[src/rtl/mux_n_pipe.sv]
// N-input WIDTH-bit selector feeding a registered valid/ready output with a two-entry skid buffer.
// Optional sticky out-of-range select flag is built when MUX_N_PIPE_SEL_CHECK_EN is defined.
module mux_n_pipe #(
  parameter int WIDTH  = 32,
  parameter int INPUTS = 4,
  parameter int SEL_W  = $clog2(INPUTS)
) (
  input  logic                    clk,
  input  logic                    rst,
  input  logic                    flush,
  input  logic [INPUTS*WIDTH-1:0] in_data,
  input  logic [SEL_W-1:0]        in_sel,
  input  logic                    in_valid,
  output logic                    in_ready,
  output logic [WIDTH-1:0]        out_data,
  output logic                    out_valid,
  input  logic                    out_ready,
  output logic                    sel_err
);

  // Unmatched select values fall through to the all-zero default.
  function automatic logic [WIDTH-1:0] select_word(
    input logic [INPUTS*WIDTH-1:0] d,
    input logic [SEL_W-1:0]        s
  );
    logic [WIDTH-1:0] r;
    r = '0;
    for (int k = 0; k < INPUTS; k++) begin
      if (s == SEL_W'(k)) r = d[k*WIDTH +: WIDTH];
    end
    return r;
  endfunction

  logic [WIDTH-1:0] sel_word_p0;
  logic             vld_p0;
  logic             consume;
  logic [WIDTH-1:0] skid_data;
  logic             skid_valid;

  // Stage p0: combinational select and handshake qualification.
  assign sel_word_p0 = select_word(in_data, in_sel);
  assign in_ready    = ~skid_valid;
  assign vld_p0      = in_valid & in_ready & ~flush;
  assign consume     = out_valid & out_ready;

  // Stage p1: main output register and skid entry.
  always_ff @(posedge clk) begin
    if (rst) begin
      out_valid  <= 1'b0;
      skid_valid <= 1'b0;
      out_data   <= '0;
    end else if (flush) begin
      out_valid  <= 1'b0;
      skid_valid <= 1'b0;
    end else if (!out_valid || consume) begin
      if (skid_valid) begin
        out_data   <= skid_data;
        out_valid  <= 1'b1;
        skid_valid <= 1'b0;
      end else if (vld_p0) begin
        out_data  <= sel_word_p0;
        out_valid <= 1'b1;
      end else begin
        out_valid <= 1'b0;
      end
    end else if (vld_p0) begin
      skid_valid <= 1'b1;
    end
  end

  // The skid payload is qualified by skid_valid, so it carries no reset.
  always_ff @(posedge clk) begin
    if (!rst && !flush && out_valid && !consume && vld_p0) skid_data <= sel_word_p0;
  end

`ifdef MUX_N_PIPE_SEL_CHECK_EN
  logic sel_oor;
  logic sel_err_q;

  assign sel_oor = {1'b0, in_sel} >= (SEL_W+1)'(INPUTS);

  always_ff @(posedge clk) begin
    if (rst) sel_err_q <= 1'b0;
    else if (vld_p0 && sel_oor) sel_err_q <= 1'b1;
  end

  assign sel_err = sel_err_q;
`else
  assign sel_err = 1'b0;
`endif

endmodule
[config.mk]
export PLATFORM = sky130hd
export DESIGN_NAME = mux_n_pipe
export DESIGN_NICKNAME = d
export VERILOG_FILES = /design/src/rtl/mux_n_pipe.sv
export SDC_FILE = /design/constraint.sdc
export NUM_CORES = 1
export LEC_CHECK = 0
export ABC_CLOCK_PERIOD_IN_PS = 8900
export CORE_MARGIN = 2
export CORE_UTILIZATION = 44
export CTS_CLUSTER_DIAMETER = 60
export DETAILED_ROUTE_END_ITERATION = 16
export PLACE_DENSITY = 0.86
export SYNTH_ARGS = -nofsm -noshare
export SYNTH_HDL_FRONTEND = slang
export SYNTH_SLANG_ARGS = --single-unit
[constraint.sdc]
create_clock -name clk -period 8.9 [get_ports clk]
set_input_delay 1.78 -clock clk [delete_from_list [all_inputs] [get_ports clk]]
set_output_delay 1.78 -clock clk [all_outputs]
set_load 0.01 [all_outputs]
Word level (Yosys, flattened, before mapping)
Index checks and enable logic that the tools add are counted.
- bits in registers: 66
- latch bits: 0
- memory bits (writable): 0
- memory bits (read-only): 0
- input port bits: 135
- output and inout port bits: 35
- word-level logic and storage cells: 34
- memories kept: 0
- add/subtract/negate cells: 0
- multipliers: 0
- divide/modulo/power cells: 0
- magnitude comparators: 0
- equal/unequal tests: 3
- shifts and indexed selects: 0
- multiplexer cells: 8
- bitwise logic cells: 5
- reduce and logical (&&, ||, !) cells: 14
- operators with widths (kind ; count):
    2-to-1 mux 32 bit ; 6
    equality test 2 bit, second input constant ; 2
    logical AND 1 bit ; 4
    logical NOT 1 bit ; 4
    bitwise AND 1 bit ; 3
    AND reduction 3 bit ; 1
    OR reduction 3 bit ; 1
    equality test 2 x 1 -> 1 bit, second input constant ; 1
    logical NOT 2 bit ; 1
    2-to-1 mux 1 bit ; 2
    NOT 1 bit ; 2
    nonzero test 2 bit ; 1
    OR reduction 2 bit ; 1
    logical OR 1 bit ; 1

Depth between registers and ports, before layout
Gate-level depths: netlist (run 1).
- depth after elaboration: 7
- depth in mapped cells: 7

Worst setup path before layout (run 1)
No wires, ideal clock.
- path kind: input port to flip-flop
- start: input port out_ready
- end: register skid_data[0], enable pin
- library setup time: 0.502 ns
- arrival: 5.423 ns
- data required time: 8.398 ns
- path slack: 2.976 ns
- stages on the path: 4
- path buffers: 2
- path through: nand2b_1 > clkbuf_1 > clkbuf_1 > nor4_1
- word-level cells in the longest chain between the ends: 4
- RTL lines (what ; RTL line ; source):
    from (decl) ; 17 ; input logic out_ready,
    bitwise AND 1 bit ; 44 ; assign consume = out_valid & out_ready;
    logical NOT 1 bit ; 73 ; if (!rst && !flush && out_valid && !consume && vld_p0) skid_data <= sel_word_p0;
    logical AND 1 bit (2 in series) ; 73 ;
    to (signal assigned) ; 73 ;
    to (decl) ; 37 ; logic [WIDTH-1:0] skid_data;
No other way between the ends.
A chain may end at the register's enable or synchronous reset.

Worst setup path in the final report (run 1)
- start: register skid_valid
- end: output port in_ready
- word-level cells in the longest chain between the ends: 1
- RTL lines (what ; RTL line ; source):
    from (decl) ; 38 ; logic skid_valid;
    from (signal assigned) ; 50 ; skid_valid <= 1'b0;
    from (signal assigned) ; 54 ; skid_valid <= 1'b0;
    from (signal assigned) ; 59 ; skid_valid <= 1'b0;
    NOT 1 bit ; 42 ; assign in_ready = ~skid_valid;
    to (decl) ; 14 ; output logic in_ready,
No other way between the ends.

==> results of run 1 <==
==> kinds of logic (layout without fill, tap and decap cells) <==
logic type,Yosys count,in the layout
mux,32,32
compound gates,66,66
other cells,1,1
simple gates,70,70
flops,66,66
buf+inv,32,191
==> power by group <==
group	internal (mW)	total, mW	switching (mW)
Clock	0.145	0.250	0.106
Combinational	0.109	0.172	0.0635
Sequential	0.332	0.338	0.00623
==> final timing paths <==
kind | start | end | slack [ns] | depth (start not counted)
setup / recovery | skid_valid$_SDFFE_PP0P_ | in_ready | 5.34 | 2
hold / removal | out_data[1]$_SDFFE_PP0P_ | out_data[1]$_SDFFE_PP0P_ | 0.55 | 2
setup reg to reg | skid_valid$_SDFFE_PP0P_ | out_data[19]$_SDFFE_PP0P_ | 7.01 | 5
hold reg to reg | out_data[1]$_SDFFE_PP0P_ | out_data[1]$_SDFFE_PP0P_ | 0.55 | 2
==> critical path, cell delays in order, from the launching register on <==
cell and delay (ns):
dfxtp_1 0.33, inv_2 0.45, clkdlybuf4s50_1 0.66
==> placed cells by master, fill, tap and decap left out <==
cell / count
clkdlybuf4s50_1: 166
nand2_1: 65
dfxtp_1: 34
mux4_2: 32
a21oi_1: 32
edfxtp_1: 32
a311oi_2: 30
clkbuf_8: 11
buf_4: 6
clkbuf_1: 3
a311oi_1: 2
buf_2: 2
nand2b_1: 1
inv_2: 1
nor4_2: 1
o21ba_1: 1
and2_4: 1
nor2_1: 1
a211oi_1: 1
nor4_1: 1
conb_1: 1
clkinv_2: 1
bufinv_16: 1
==> metal layers <==
metal,GRT usage [%],part of all wire (%)
met5,0,0
met4,7.97,1.5
met1,24.2,37
met2,40.1,54
met3,4.67,7.4
==> flip-flops by register name (all words and copies together), names as in the netlist <==
signal and flops:
out_data 32, skid_data 32, out_valid 1, skid_valid 1
==> final cells by class <==
type	count	area, um^2
tap	102	128
timing repair buffer	174	1720
clock inverter	2	35.0
multi-input combinational	169	1650
sequential	66	1640
fill	531	2390
inverter	1	3.75
clock buffer	14	163
==> metrics by stage <==
| step | instances | total power, mW | instance area [um^2] |
|---|---|---|---|
| after global placement | 512 | 0.511 | 5140 |
| after global routing | 528 | 0.791 | 5340 |
| after floorplan | 267 | 0.429 | 3510 |
| final | 528 | 0.761 | 5340 |
| after CTS | 528 | 0.766 | 5340 |
| after detailed placement | 512 | 0.517 | 5140 |
==> results.txt, run 1 <==
Mapped Nets: 402
XOR/XNOR share of the synthesized area: 0%
Unrepaired setup endpoints after global routing: no
CP Data Arrival Time: 1.78 ns
Hold WC Path Type: reg2reg
Vias in the first global route: 3071
Simple-Gate Fraction of Synth Area: 7.83%
Commonest cells in the synthesized netlist: nand2_1 (65), dfxtp_1 (34), a21oi_1 (32), edfxtp_1 (32), mux4_2 (32)
First-pass DRT Iterations: 4
Area contributors post-synth: edfxtp_1 (27%), mux4_2 (21%), dfxtp_1 (19%)
Mux contribution to synthesized area: 20.5%
Starting Density: 45.5%
Total Routing Usage GR: 21.7%
Cts repair resizes: 0
Clock sinks: 66
Yosys warning count: 0
Die X: 93.4 um
Max_slew headroom: 26.8%
Clk_skew: 0.00733 ns
Ys async rst share: 0%
Req. time, crit path: 7.12 ns
Die Y: 93.4 um
Number of synthesized flops with an enable pin: 32
First-pass GRT wire length: 14600 um
Syn avg cell area: 13.2 um^2
Startpoint Class: flip-flop
I/O Buffers: 168
Max Clk Rate: 281 MHz
Initial antenna violation count: 0
Worst-path fanout max: 34
Post-synthesis cell area: 3510 um^2
Total CTS buffers: 9
Final setup viols: 0
Largest net degree at the start of global routing: 37
Final Hold Vio Count: 0
H-Tree Depth: 3
Count leader, synth: nand2_1
Power per cell area: 142 nW/um^2
Syn Inst Count: 267
Hold WS: 0.546 ns
Register area share after synthesis: 46.7%
Drt total wl: 9440 um
Largest family of logic cells by synthesized area: multiplexers
Final period utilization: 40.0%
Clk slew on worst S/H paths: 0.07 ns
Slew @ Worst Pin: 1.10 ns
Final core occ: 69.1%
GRT Residual Overflow: 0
# DRC: 0
Drt initial violations: 93
Compound-Gate Fraction of Synth Area: 18.4%
Share of layout cells above drive strength 1: 20.2%
Hold_buf cts: 0
Ant diodes: 0
CTS Root Cell: clkbuf_8
P&R area growth vs syn: 52.0%
I/O pin cnt: 170
Seq cells post-synth: 66
Vias post-DR: 2960
Worst-Skew Late Latency: 0.33 ns
Status: finished, final reports clean
VDD IR max: 0.0808 mV
GPL Wtd Cong: 0.726
Max Root-Sink Buffers: 2
Layout net count: 556
Die Footprint: 8720 um^2
Final Critical Period: 3.56 ns
Critical Path End Type: primary output
Final Worst Setup Slack: 5.34 ns
Synth unique cells: 21
Area leader, netlist: edfxtp_1
Fin. max-slew vios: 0
Antenna Violating Nets Remaining: 0
Setup TNS after final layout: 0 ns
Row cnt: 32
Top FF cell, synth: dfxtp_1
Critical path class: reg2out
Setup repair bufs after CTS: 0
Core outline area: 7730 um^2
Setup WS pre-CTS: 5.21 ns
MaxCap Viol Count: 0
LEAKAGE: 1.81 nW
Yosys top cell area share: 27.4%
Final HPWL DP: 6810 um
CTS tree: done
Synth Area in Adders: 0%
Via/cell ratio: 5.61
Routed WL per cell: 17.9 um
(Power assumes the default switching activity.)
==> inputs of run 2 (changes only) <==
Settings changed: ABC_CLOCK_PERIOD_IN_PS 8900 to 3400, CORE_UTILIZATION 44 to 41, PLACE_DENSITY 0.86 to 0.81.
Clock period 8.9 ns to 3.4 ns, I/O delays scaled along.
==> results.txt, run 2 (synthesis gave the netlist of run 1 again) <==
Final HPWL DP: 7120 um (+4.7%)
Clk_skew: 0.00626 ns (-0.00107 ns)
Hold WC Path Type: reg2reg
MaxCap Viol Count: 0 (unchanged)
Total CTS buffers: 9 (unchanged)
Max Root-Sink Buffers: 2 (unchanged)
Regs by FF count: out_data: 32 flops, skid_data: 32 flops
Max_slew headroom: 61.0% (+34 points)
Power per cell area: 352 nW/um^2 (+150%)
Vias in the first global route: 3049 (-0.72%)
Final Critical Period: 2.30 ns
Req. time, crit path: 2.72 ns (-4.40 ns)
Layout net count: 559 (+0.54%)
Routed WL per cell: 17.9 um (+0.11%)
# fillers: 643 (+21%)
Multi-input combinational cell area: 1660 um^2 (+0.68%)
Unrepaired setup endpoints after global routing: no
CTS Root Cell: clkbuf_8
Row cnt: 33 (+3.1%)
Max Clk Rate: 435 MHz
# DRC: 0 (unchanged)
Via/cell ratio: 5.42 (-3.4%)
Critical Path End Type: primary output
First-pass GRT wire length: 15000 um (+2.6%)
Most common cell after layout, fill and taps aside: clkdlybuf4s50_1
Setup TNS after final layout: 0 ns (unchanged)
I/O Buffers: 168 (unchanged)
Final core occ: 64.7% (-4.3 points)
Antenna Violating Nets Remaining: 0 (unchanged)
Final setup viols: 0 (unchanged)
Highest-count cells in the layout ignoring fill and taps: clkdlybuf4s50_1 (166), nand2_1 (65), dfxtp_1 (34)
Clock sinks: 66 (unchanged)
Starting Density: 42.5% (-2.9 points)
Startpoint Class: flip-flop
Drt total wl: 9560 um (+1.3%)
Critical path class: reg2out
LEAKAGE: 1.81 nW (+0.24%)
Die X: 96.6 um (+3.4%)
Largest net degree at the start of global routing: 35 (-5.4%)
Clk slew on worst S/H paths: 0.07 ns (about the same)
Die Y: 96.6 um (+3.4%)
I/O pin cnt: 170 (unchanged)
Final Hold Vio Count: 0 (unchanged)
Setup repair bufs after CTS: 0 (unchanged)
Worst-Skew Late Latency: 0.33 ns (about the same)
Vias post-DR: 2893 (-2.3%)
Worst-path fanout max: 16 (-53%)
Core outline area: 8260 um^2 (+6.9%)
Cts repair resizes: 0 (unchanged)
GRT Residual Overflow: 0 (unchanged)
Die Footprint: 9330 um^2 (+7.0%)
Initial antenna violation count: 0 (unchanged)
Hold_buf cts: 0 (unchanged)
CP Data Arrival Time: 1.62 ns (-0.16 ns)
FF/Latch Area: 1640 um^2 (unchanged)
Slew @ Worst Pin: 0.584 ns (-0.514 ns)
Status: finished, final reports clean
Fin. max-slew vios: 0 (unchanged)
P&R area growth vs syn: 52.2%
H-Tree Depth: 3 (unchanged)
Setup WS pre-CTS: 0.814 ns (-4.40 ns)
Share of layout cells above drive strength 1: 21.0% (+0.79 points)
Final period utilization: 67.6%
Ant diodes: 0 (unchanged)
Total Routing Usage GR: 21.5% (-0.17 points)
GPL Wtd Cong: 0.773 (+6.4%)
Final Worst Setup Slack: 1.10 ns (-4.24 ns)
First-pass DRT Iterations: 5 (+1)
VDD IR max: 0.155 mV (+92%)
Drt initial violations: 90 (-3.2%)
CTS tree: done
run 2: area by class of cell:
cell class,instances,area share [%]
clock inverters,4,0.374
repair buffers,177,32.8
clock buffers,12,2.53
inverters,1,0.0702
well taps,105,2.46
flip-flops and latches,66,30.7
multi-input cells,169,31.1
run 2: through the flow:
step	hold slack (ns)	area [um^2]	power [mW]	std cells
final	0.520	5350	1.88	534
after global routing	0.553	5350	1.97	534
after CTS	0.524	5350	1.90	534
after detailed placement	0.515	5190	1.36	518
after global placement	0.520	5190	1.35	518
after floorplan	0.526	3530	1.12	267
run 2: worst paths after layout:
check / to / start / slack [ns] / depth (start not counted)
max: in_ready / skid_valid$_SDFFE_PP0P_ / 1.10 / 2
min: out_data[1]$_SDFFE_PP0P_ / out_data[1]$_SDFFE_PP0P_ / 0.52 / 2
max reg2reg: out_data[8]$_SDFFE_PP0P_ / skid_valid$_SDFFE_PP0P_ / 1.36 / 3
min reg2reg: out_data[1]$_SDFFE_PP0P_ / out_data[1]$_SDFFE_PP0P_ / 0.52 / 2
run 2: where the power goes:
group	leakage (nW)	switching [mW]	internal [mW]
clock network	0.0839	0.282	0.260
logic	1.16	0.165	0.288
registers	0.568	0.0176	0.869
total	1.81	0.465	1.42
run 2: metal layers:
layer	vias to the layer above	share of wire, %	GRT usage [%]
met1	1418	39	25.2
met2	106	54	38.6
met3	15	4.8	3.80
met4	0	2.1	9.15
met5	-	0	0
li1	1354	-	-
run 2: critical path, stage by stage (launching register included):
cell,delay (ns)
dfxtp_1,0.69
inv_2,0.09
clkdlybuf4s50_1,0.51
